===== src/rtl/comparator_2bit_dataflow.sv =====
// Registered unsigned magnitude comparator with one-hot greater/less/equal flags
// and per-outcome saturating event counters.
module comparator_2bit_dataflow #(
  parameter int WIDTH = 2,
  parameter int CNT_W = 8
) (
  input  logic             clk,
  input  logic             rst_n,
  input  logic             in_valid,
  input  logic [WIDTH-1:0] a,
  input  logic [WIDTH-1:0] b,
  input  logic             cnt_clr,
  output logic             out_valid,
  output logic             greater,
  output logic             less,
  output logic             equal,
  output logic [CNT_W-1:0] greater_cnt,
  output logic [CNT_W-1:0] less_cnt,
  output logic [CNT_W-1:0] equal_cnt
);

  logic gt_c;
  logic lt_c;
  logic eq_c;

  assign gt_c = (a > b);
  assign lt_c = (a < b);
  assign eq_c = (a == b);

  // Index 2 = greater, 1 = less, 0 = equal; only accepted samples are counted.
  logic [2:0]       hit;
  logic [CNT_W-1:0] cnt_reg [3];

  assign hit = {gt_c, lt_c, eq_c} & {3{in_valid}};

  always_ff @(posedge clk or negedge rst_n) begin
    if (!rst_n) begin
      out_valid <= 1'b0;
      greater   <= 1'b0;
      less      <= 1'b0;
      equal     <= 1'b0;
    end else begin
      out_valid <= in_valid;
      if (in_valid) begin
        greater <= gt_c;
        less    <= lt_c;
        equal   <= eq_c;
      end
    end
  end

  generate
    for (genvar gi = 0; gi < 3; gi++) begin : g_cnt
      always_ff @(posedge clk or negedge rst_n) begin
        if (!rst_n) begin
          cnt_reg[gi] <= '0;
        end else if (cnt_clr) begin
          cnt_reg[gi] <= '0;
        end else if (hit[gi] && (cnt_reg[gi] != {CNT_W{1'b1}})) begin
          cnt_reg[gi] <= cnt_reg[gi] + CNT_W'(1);
        end
      end
    end
  endgenerate

  assign greater_cnt = cnt_reg[2];
  assign less_cnt    = cnt_reg[1];
  assign equal_cnt   = cnt_reg[0];

endmodule


===== config.mk =====
export PLATFORM = sky130hd
export DESIGN_NAME = comparator_2bit_dataflow
export DESIGN_NICKNAME = d
export VERILOG_FILES = /design/src/rtl/comparator_2bit_dataflow.sv
export SDC_FILE = /design/constraint.sdc
export NUM_CORES = 1
export LEC_CHECK = 0
export ABC_AREA = 0
export BUFFER_PORTS_ARGS = -buffer_cell sky130_fd_sc_hd__buf_4
export CAP_MARGIN = 0
export CORE_MARGIN = 3
export CORE_UTILIZATION = 28
export DETAILED_ROUTE_END_ITERATION = 10
export GPL_ROUTABILITY_DRIVEN = 0
export REMOVE_ABC_BUFFERS = 1
export SYNTH_ARGS = -nofsm -noshare
export SYNTH_HDL_FRONTEND = slang
export SYNTH_SLANG_ARGS = --single-unit

===== constraint.sdc =====
create_clock -name clk -period 1.96 [get_ports clk]
set_input_delay 0.098 -clock clk [delete_from_list [all_inputs] [get_ports clk]]
set_output_delay 0.098 -clock clk [all_outputs]
set_load 0.03 [all_outputs]

**Word-level counts from Yosys, hierarchy flattened**

Cells that the tools add are included.

- Magnitude comparators: 2
- $add $sub $neg: 3
- Shifts and indexed selects: 0
- Bitwise logic cells: 1
- Muxes and demuxes: 6
- Reductions and logical operators: 6
- Multiply operators: 0
- Div/mod/pow operators: 0
- Eq/ne operators: 4

Operators by type and width:

| cell | count |
|---|---|
| 8-bit two-way mux | 6 |
| 8-bit by 1-bit adder with 8-bit output, second input constant | 3 |
| 8-bit inequality test, second input constant | 3 |
| 2-bit nonzero test | 3 |
| 3-bit AND | 1 |
| 1-bit logical AND | 3 |
| 2-bit equality test | 1 |
| 2-bit greater-than comparator | 1 |
| 2-bit < comparator | 1 |

- Word-level logic and storage cells: 29
- Bits in read-only memories: 0
- Bits in writable memories: 0
- Latch bits: 0
- Bits of input ports: 8
- Output and inout port bits: 28
- Register bits: 28
- Memories: 0

**Longest topological paths before layout**

Gate-level depths: netlist of the first run.

- Depth in word-level cells: 5
- Gate-level depth with buffers: 6
- Gate-level depth less buffers: 6

**Least setup slack after synthesis of the first run**

Ideal clock, no wire load.

- Path type: flip-flop to flip-flop
- Start: register cnt_reg (netlist bit greater_cnt[0])
- End: register cnt_reg (netlist bit greater_cnt[7])
- Period minus slack after synthesis: 1.775 ns
- Data required time: 1.835 ns
- Arrival time: 1.650 ns
- Stages on the path, launching flop included: 6
- Setup time: 0.125 ns
- Path slack: 0.185 ns
- Cells stage by stage: dfrtp_1 > ha_1 > and4_4 > buf_6 > nor4_1 > mux2_2

- Cells in the longest elaborated chain, start to end: 3
- Elaborated cells between the ends (all ways): 6

Ends and longest elaborated chain:

| what | RTL line | RTL |
|---|---|---|
| start: declaration | 32 | `logic [CNT_W-1:0] cnt_reg [3];` |
| start signal: indexed assignment | 60 | `cnt_reg[gi] <= cnt_reg[gi] + CNT_W'(1);` |
| 8-bit by 1-bit adder with 8-bit output or 8-bit inequality test (tied branches) | 60, 59 |  |
| 8-bit two-way mux or 1-bit logical AND (tied branches) | 59 | `end else if (hit[gi] && (cnt_reg[gi] != {CNT_W{1'b1}})) begin` |
| 8-bit two-way mux or 2-bit nonzero test (tied branches) | -- |  |

Parallel ways exist; a longest one is shown, timed or not. The select of a mux whose other input is x is not followed.
A chain may end at the register's enable or synchronous reset.

**Worst setup path after layout of the first run**

- Start: register cnt_reg (netlist bit less_cnt[0])
- End: register cnt_reg (netlist bit less_cnt[7])

Same word-level chain as after synthesis.

==> results of run 1 <==
worst max-delay path by stage:
stage,start,end,depth (start not counted)
after floorplan,less_cnt[0],less_cnt[3],5
after global placement,a[1],greater_cnt[5],6
after detailed placement,a[1],greater_cnt[7],6
after CTS,less_cnt[0],less_cnt[7],6
after global routing,less_cnt[0],less_cnt[7],6
final,less_cnt[0],less_cnt[7],6
routing by layer:
layer | up-vias | global-route usage, %
met3 | 2 | 3.047
met5 | - | 0
met1 | 637 | 15.95
met2 | 22 | 19.12
li1 | 664 | -
met4 | 0 | 2.534
layout make-up:
cell class	instances	area share, %
multi-input combinational	119	40.40
sequential	28	36.55
timing repair buffer	39	15.54
tap	70	4.569
clock buffer	3	2.154
inverter	4	0.7833
cells by family after synthesis:
| kind of cell | after synthesis | synth area share [%] |
|---|---|---|
| DFF | 28 | 46.01 |
| muxes | 3 | 2.136 |
| xor gates and xnor gates | 3 | 1.726 |
| adders and majority gates | 5 | 4.108 |
| buffers and inverters | 10 | 3.121 |
| AOI/OAI and AO/OA | 42 | 17.25 |
| and+or+nand+nor | 66 | 25.64 |
worst max-delay path: stages, from the launching register on:
cell and delay, ps:
dfrtp_1 430, ha_1 240, nand2_1 100, nor3_1 70, buf_4 140, or4_1 490, a21oi_1 150
report_power, final:
part           total, mW  switching [mW]  internal [mW]
clock              0.307           0.169          0.138
combinational      0.162           0.102         0.0600
sequential         0.608          0.0150          0.593
total               1.08           0.286          0.791
sequential cells by signal (all words and copies together), names as in the netlist:
name / flops
equal_cnt: 8
greater: 1
equal: 1
greater_cnt: 8
less_cnt: 8
out_valid: 1
less: 1
synth_stat cells (2+ instances only):
| library cell | n | share of area (%) |
|---|---|---|
| a21oi_1 | 15 | 4.9 |
| nor4_1 | 3 | 1.2 |
| or3_1 | 6 | 2.5 |
| and4_4 | 2 | 1.5 |
| nand2_1 | 9 | 2.2 |
| nor2b_1 | 5 | 2.1 |
| a31oi_1 | 2 | 0.82 |
| inv_1 | 4 | 0.99 |
| clkbuf_1 | 3 | 0.74 |
| o21ai_0 | 7 | 2.3 |
| mux2_2 | 2 | 1.5 |
| a21o_1 | 3 | 1.5 |
| nand3_1 | 7 | 2.3 |
| nand4_1 | 4 | 1.6 |
| and4_1 | 2 | 1.2 |
| nor2_1 | 8 | 2.0 |
| o21a_1 | 2 | 0.99 |
| ha_1 | 5 | 4.1 |
| o31ai_1 | 7 | 3.5 |
| dfrtp_1 | 28 | 46 |
| xnor2_1 | 2 | 1.2 |
| nand2b_1 | 2 | 0.82 |
| or4_1 | 5 | 2.5 |
| and3_1 | 2 | 0.82 |
| nor3_1 | 3 | 0.99 |
| nand3b_1 | 2 | 0.99 |
==> run_results.csv, run 1 <==
group,metric,value,unit
yosys,syn_area,0.001523,mm2
timing,setup_viol,0,
timing,setup_slack,275.8,ps
timing,hold_ws,186.5,ps
global_routing,grt_usage,11.83,%
timing,fin_setup_tns,0,ps
floorplan,die_w,79.75,um
floorplan,dieArea,0.006359,mm2
worst_setup_path,rr_worst_depth,6,
finish,num_antenna_cells,0,
yosys,synth-edff-count,0,
drt,via_per_inst,5.038,
drt,drtIter0Drc,41,
global_routing,grt_pass1_wl,6072,um
timing,slew_violations,0,
worst_hold_path,hp-class,"in2reg",
drt,num_vias,1325,
clock_network,clock-root-buffer,"clkbuf_8",
pwr,p_leak,0.8588,nW
worst_hold_path,worstHoldPathCells,2,
finish,drive_above_1_share,24.87,%
placed_design,place_ws,188.6,ps
floorplan,num_rows,26,
worst_setup_path,crit_type,"reg2reg",
worst_setup_path,critPathRequiredTime,2160,ps
drt,wl_met2,1671,um
finish,stdcell_count,263,
timing,rsz0062_at_grt,"false",
worst_setup_path,worst_setup_path_end_kind,"flip-flop",
timing,post-route-period-util,85.93,%
yosys,synthArstFlopShare,100.0,%
timing,min_period,1684,ps
worst_hold_path,min_to,"greater_cnt[0]",
yosys,synth_cell_types,43,
clock_network,clkSinkCount,28,
finish,areaGrowthSynthToFinish,25.88,%
floorplan,design.core.area,0.005172,mm2
finish,postLayoutCoreUtil,37.06,%
clock_network,cts.clk_slew.worst_paths,90,ps
run_status,status,"complete, no violations",
yosys,synth_seq_cells,28,
run,maxCapViolations,0,
timing,hold_viol,0,
finish,n_fill_cell,539,
worst_setup_path,reg2reg_from,"less_cnt[0]",
clock_network,ctsLongestPathBuffers,2,
global_routing,grt_pass1_vias,1226,
floorplan,die_h,79.75,um
drt,totalWireLength,3508,um
timing,fmax,0.5938,GHz
drt,route.top_layer_used,"met4",
drt,route.detailed.drc,0,
finish,final_cell_mix,"buf_4 (37), dfrtp_1 (28), a21oi_1 (15)",
finish,layout_commonest_cell,"buf_4",
clock_network,cts_repair_resize_count,0,
clock_network,clk_latency,270,ps
clock_network,cts_tree,"yes",
clock_network,numCtsBuffers,3,
timing,relSlewSlack,70.03,%
placed_design,post_dp_cell_area,0.001856,mm2
timing,worst_pin_slew,446.5,ps
yosys,synth-seq-area-share,46.01,%
timing,skew,2.672,ps
yosys,yosysWarnings,0,
finish,fin_area,0.001917,mm2
floorplan,start_util,29.44,%
yosys,syn_avg_cell_area,9.699,um2
pwr,total_power,1.077,mW
finish,seqCellArea,700.7,um2
yosys,synth_ff_type,"dfrtp_1",
global_routing,grt_max_degree,29,
worst_setup_path,critPathArrivalTime,1880,ps
worst_hold_path,holdCritStartpoint,"cnt_clr",
global_routing,gr-total-overflow,0,
drt,dr_wl_met3,171,um
drt,routedWlPerCell,13.34,um
clock_network,h-tree-depth,1,
global_routing,antenna_found_initial,0,
placed_design,dp_cells,258,
floorplan,ios,36,
worst_setup_path,cp-start-kind,"flip-flop",
drt,drtPass1Iterations,4,
clock_network,postCtsSetupBuffers,0,
placed_design,io_buffers,35,
worst_setup_path,reg2reg_setup_slack,280,ps
clock_network,cts_hold_buf,2,
worst_setup_path,critPathMaxFanout,5,
finish,multi_input_area,774.5,um2
yosys,syn_inst,157,
pwr,ir_drop,320.5,uV
worst_setup_path,r2r_end,"less_cnt[7]",
drt,final_antenna_net_count,0,
finish,nets,208,
drt,m1WireLength,1649,um
pwr,powerDensity,561.8,mW/mm2
placed_design,hpwl,2563,um
No activity file was read; power rests on OpenSTA's default activity.
==> run 2: changes to the inputs <==
--- a/config.mk
+++ b/config.mk
@@ -5,7 +5,7 @@
 export SDC_FILE = /design/constraint.sdc
 export NUM_CORES = 1
 export LEC_CHECK = 0
-export ABC_AREA = 0
+export ABC_AREA = 1
 export BUFFER_PORTS_ARGS = -buffer_cell sky130_fd_sc_hd__buf_4
 export CAP_MARGIN = 0
 export CORE_MARGIN = 3
==> run_results.csv, run 2 <==
group,metric,value,unit
finish,nets,278,
timing,relSlewSlack,75.26,%
timing,worst_pin_slew,371.1,ps
yosys,synth_cell_types,27,
worst_setup_path,slowest_stage,"dfrtp_1",
yosys,syn_inst,225,
worst_setup_path,rr_worst_depth,8,
floorplan,num_rows,28,
yosys,synth_top_area_cell,"dfrtp_1",
floorplan,ios,36,
yosys,synthMuxAreaShare,0,%
finish,final_cell_mix,"nand2_1 (63), nand3_1 (39), buf_4 (37)",
worst_setup_path,critPathArrivalTime,1660,ps
timing,fin_setup_tns,0,ps
yosys,syn_area,0.001737,mm2
yosys,synth_seq_cells,28,
timing,slew_violations,0,
finish,areaGrowthSynthToFinish,23.70,%
yosys,synth-simple-area-share,39.63,%
finish,seqCellArea,700.7,um2
worst_hold_path,worstHoldPathCells,4,
finish,layout_commonest_cell,"nand2_1",
pwr,pwr-share-clk,27.5,%
timing,skew,2.997,ps
global_routing,grt_pass1_vias,1487,
yosys,synth_compound_area_share,6.196,%
finish,drive_above_1_share,25.10,%
clock_network,clock-root-buffer,"clkbuf_8",
finish,num_antenna_cells,0,
placed_design,hpwl,2892,um
clock_network,h-tree-depth,1,
drt,routedWlPerCell,11.74,um
timing,hold_viol,0,
drt,final_antenna_net_count,0,
yosys,syn_avg_cell_area,7.719,um2
clock_network,clk_latency,270,ps
worst_setup_path,reg2reg_setup_slack,510,ps
worst_hold_path,min_to,"equal_cnt[3]",
yosys,yosysWarnings,0,
yosys,synth-seq-area-share,40.35,%
pwr,switching_power,0.3265,mW
clock_network,cts_tree,"yes",
worst_setup_path,timing.critical_path.mode_cell,"nand2_1",
yosys,synth_top_area_share,40.35,%
worst_setup_path,critPathMaxFanout,5,
worst_hold_path,holdCritStartpoint,"cnt_clr",
yosys,yosysMostFrequentCell,"nand2_1",
floorplan,design.core.area,0.005956,mm2
clock_network,postCtsSetupBuffers,0,
yosys,synth_area_leaders,"dfrtp_1 (40%), nand2_1 (14%), nand3_1 (11%)",
worst_setup_path,cp-start-kind,"flip-flop",
drt,drtIter0Drc,55,
clock_network,clkSinkCount,28,
floorplan,die_w,84.76,um
worst_hold_path,hp-class,"in2reg",
clock_network,numCtsBuffers,3,
floorplan,start_util,29.16,%
yosys,synth-edff-count,0,
drt,num_vias,1545,
pwr,powerDensity,525.6,mW/mm2
yosys,netlist_top_cells_count,"nand2_1 (63), nand3_1 (39), dfrtp_1 (28), inv_1 (19), nor2_1 (14)",
pwr,p_seq_share,54.4,%
yosys,synthAdderAreaFrac,3.602,%
finish,fin_area,0.002148,mm2
clock_network,cts_repair_resize_count,0,
worst_setup_path,path_cells,"ha_1 -> nand2_1 -> inv_1 -> nand2_1 -> nor2_1 -> nor2_1 -> nand3b_1 -> nand2_1",
clock_network,cts_hold_buf,2,
global_routing,grt_max_degree,29,
timing,post-route-period-util,73.78,%
yosys,synthArstFlopShare,100.0,%
worst_setup_path,worst_setup_path_end_kind,"flip-flop",
timing,setup_viol,0,
placed_design,post_dp_cell_area,0.002087,mm2
pwr,p_leak,1.105,nW
clock_network,ctsLongestPathBuffers,2,
floorplan,die_h,84.76,um
global_routing,grt_pass1_wl,7093,um
pwr,intPower,0.8025,mW
pwr,p_sw_share,28.92,%
finish,multi_input_area,928.4,um2
worst_setup_path,r2r_end,"greater_cnt[0]",
drt,drtPass1Iterations,4,
worst_setup_path,critPathRequiredTime,2170,ps
worst_setup_path,critPathMaxStageDelay,430,ps
yosys,synth_top_family_by_area,"simple AND/OR/NAND/NOR gates",
pwr,ir_drop,274.1,uV
drt,via_per_inst,4.571,
timing,rsz0062_at_grt,"false",
drt,route.detailed.drc,0,
timing,min_period,1446,ps
run,maxCapViolations,0,
placed_design,io_buffers,35,
drt,totalWireLength,3969,um
global_routing,antenna_found_initial,0,
worst_setup_path,reg2reg_from,"greater_cnt[0]",
run_status,status,"complete, no violations",
yosys,synth_ff_type,"dfrtp_1",
finish,n_fill_cell,647,
global_routing,grt_usage,11.84,%
yosys,synthXorXnorAreaFrac,4.035,%
clock_network,cts.clk_slew.worst_paths,90,ps
pwr,power_frac_comb,18.2,%
floorplan,dieArea,0.007183,mm2
timing,fmax,0.6915,GHz
worst_setup_path,crit_type,"reg2reg",
global_routing,gr-total-overflow,0,
[run 2: changes by cell type after synthesis, sizes merged, moves of 5 or more]
cell	delta
nand2	+62
nand3	+34
inv	+19
nor2	+13
a21oi	-9
o31ai	-7
or3	-7
nor2b	-5
or4	-5
xor2	+5
[run 2: worst max-delay path by stage]
stage	start	end	cells past startpoint
floorplan	less_cnt[0]	less_cnt[3]	8
global placement	greater_cnt[0]	greater_cnt[1]	8
detailed placement	greater_cnt[0]	greater_cnt[7]	8
CTS	greater_cnt[0]	greater_cnt[7]	8
global route	less_cnt[0]	less_cnt[3]	8
finish	greater_cnt[0]	greater_cnt[0]	8
[run 2: per-layer routing]
metal	vias up	track usage (%)	wire length [um]
met3	2	1.963	161
met5	-	0	0
met2	26	18.36	1762
li1	800	-	-
met1	717	16.75	2006
met4	0	3.885	39
[run 2: worst max-delay path: cells and delay by family (launching register included)]
| family | cells | cell delay (ps) |
|---|---|---|
| buffers and inverters | 1 | 90 |
| AND/OR/NAND/NOR | 6 | 630 |
| flip-flops | 1 | 430 |
| adder cells (fa/ha/maj) | 1 | 240 |
[run 2: layout make-up]
cell class | count | share of cell area (%)
Multi-Input combinational cell | 170 | 43.21
Sequential cell | 28 | 32.62
Timing Repair Buffer | 39 | 13.86
Tap cell | 75 | 4.368
Inverter | 23 | 4.019
Clock buffer | 3 | 1.922
[run 2: per-stage QoR]
step                utilization [%]  total power [mW]  cells  hold WS [ps]  setup slack, ps
finish                        36.07             1.129    338         183.1            513.9
global route                  36.07             1.196    338         186.8            367.4
CTS                           36.07             1.156    338         171.1            510.9
detailed placement            35.04            0.8304    333         48.62            536.7
global placement              35.04            0.8276    333         48.76            531.9
floorplan                         -            0.7437    221        -197.6            461.3
[run 2: power by group through the flow]
stage | Sequential [mW] | Combinational [mW] | Clock [mW]
after CTS | 0.614 | 0.209 | 0.334
after global routing | 0.618 | 0.225 | 0.353
final | 0.614 | 0.205 | 0.310
after detailed placement | 0.625 | 0.205 | 0
after global placement | 0.624 | 0.203 | 0
after floorplan | 0.659 | 0.0845 | 0
[run 2: cell families (layout without fill, tap and decap cells)]
logic type / count (synthesis) / in the layout
AND/OR/NAND/NOR: 140 / 140
XOR/XNOR: 8 / 8
AO/OA/AOI/OAI: 17 / 17
buffers and inverters: 27 / 65
flip-flops: 28 / 28
adder cells (fa/ha/maj): 5 / 5
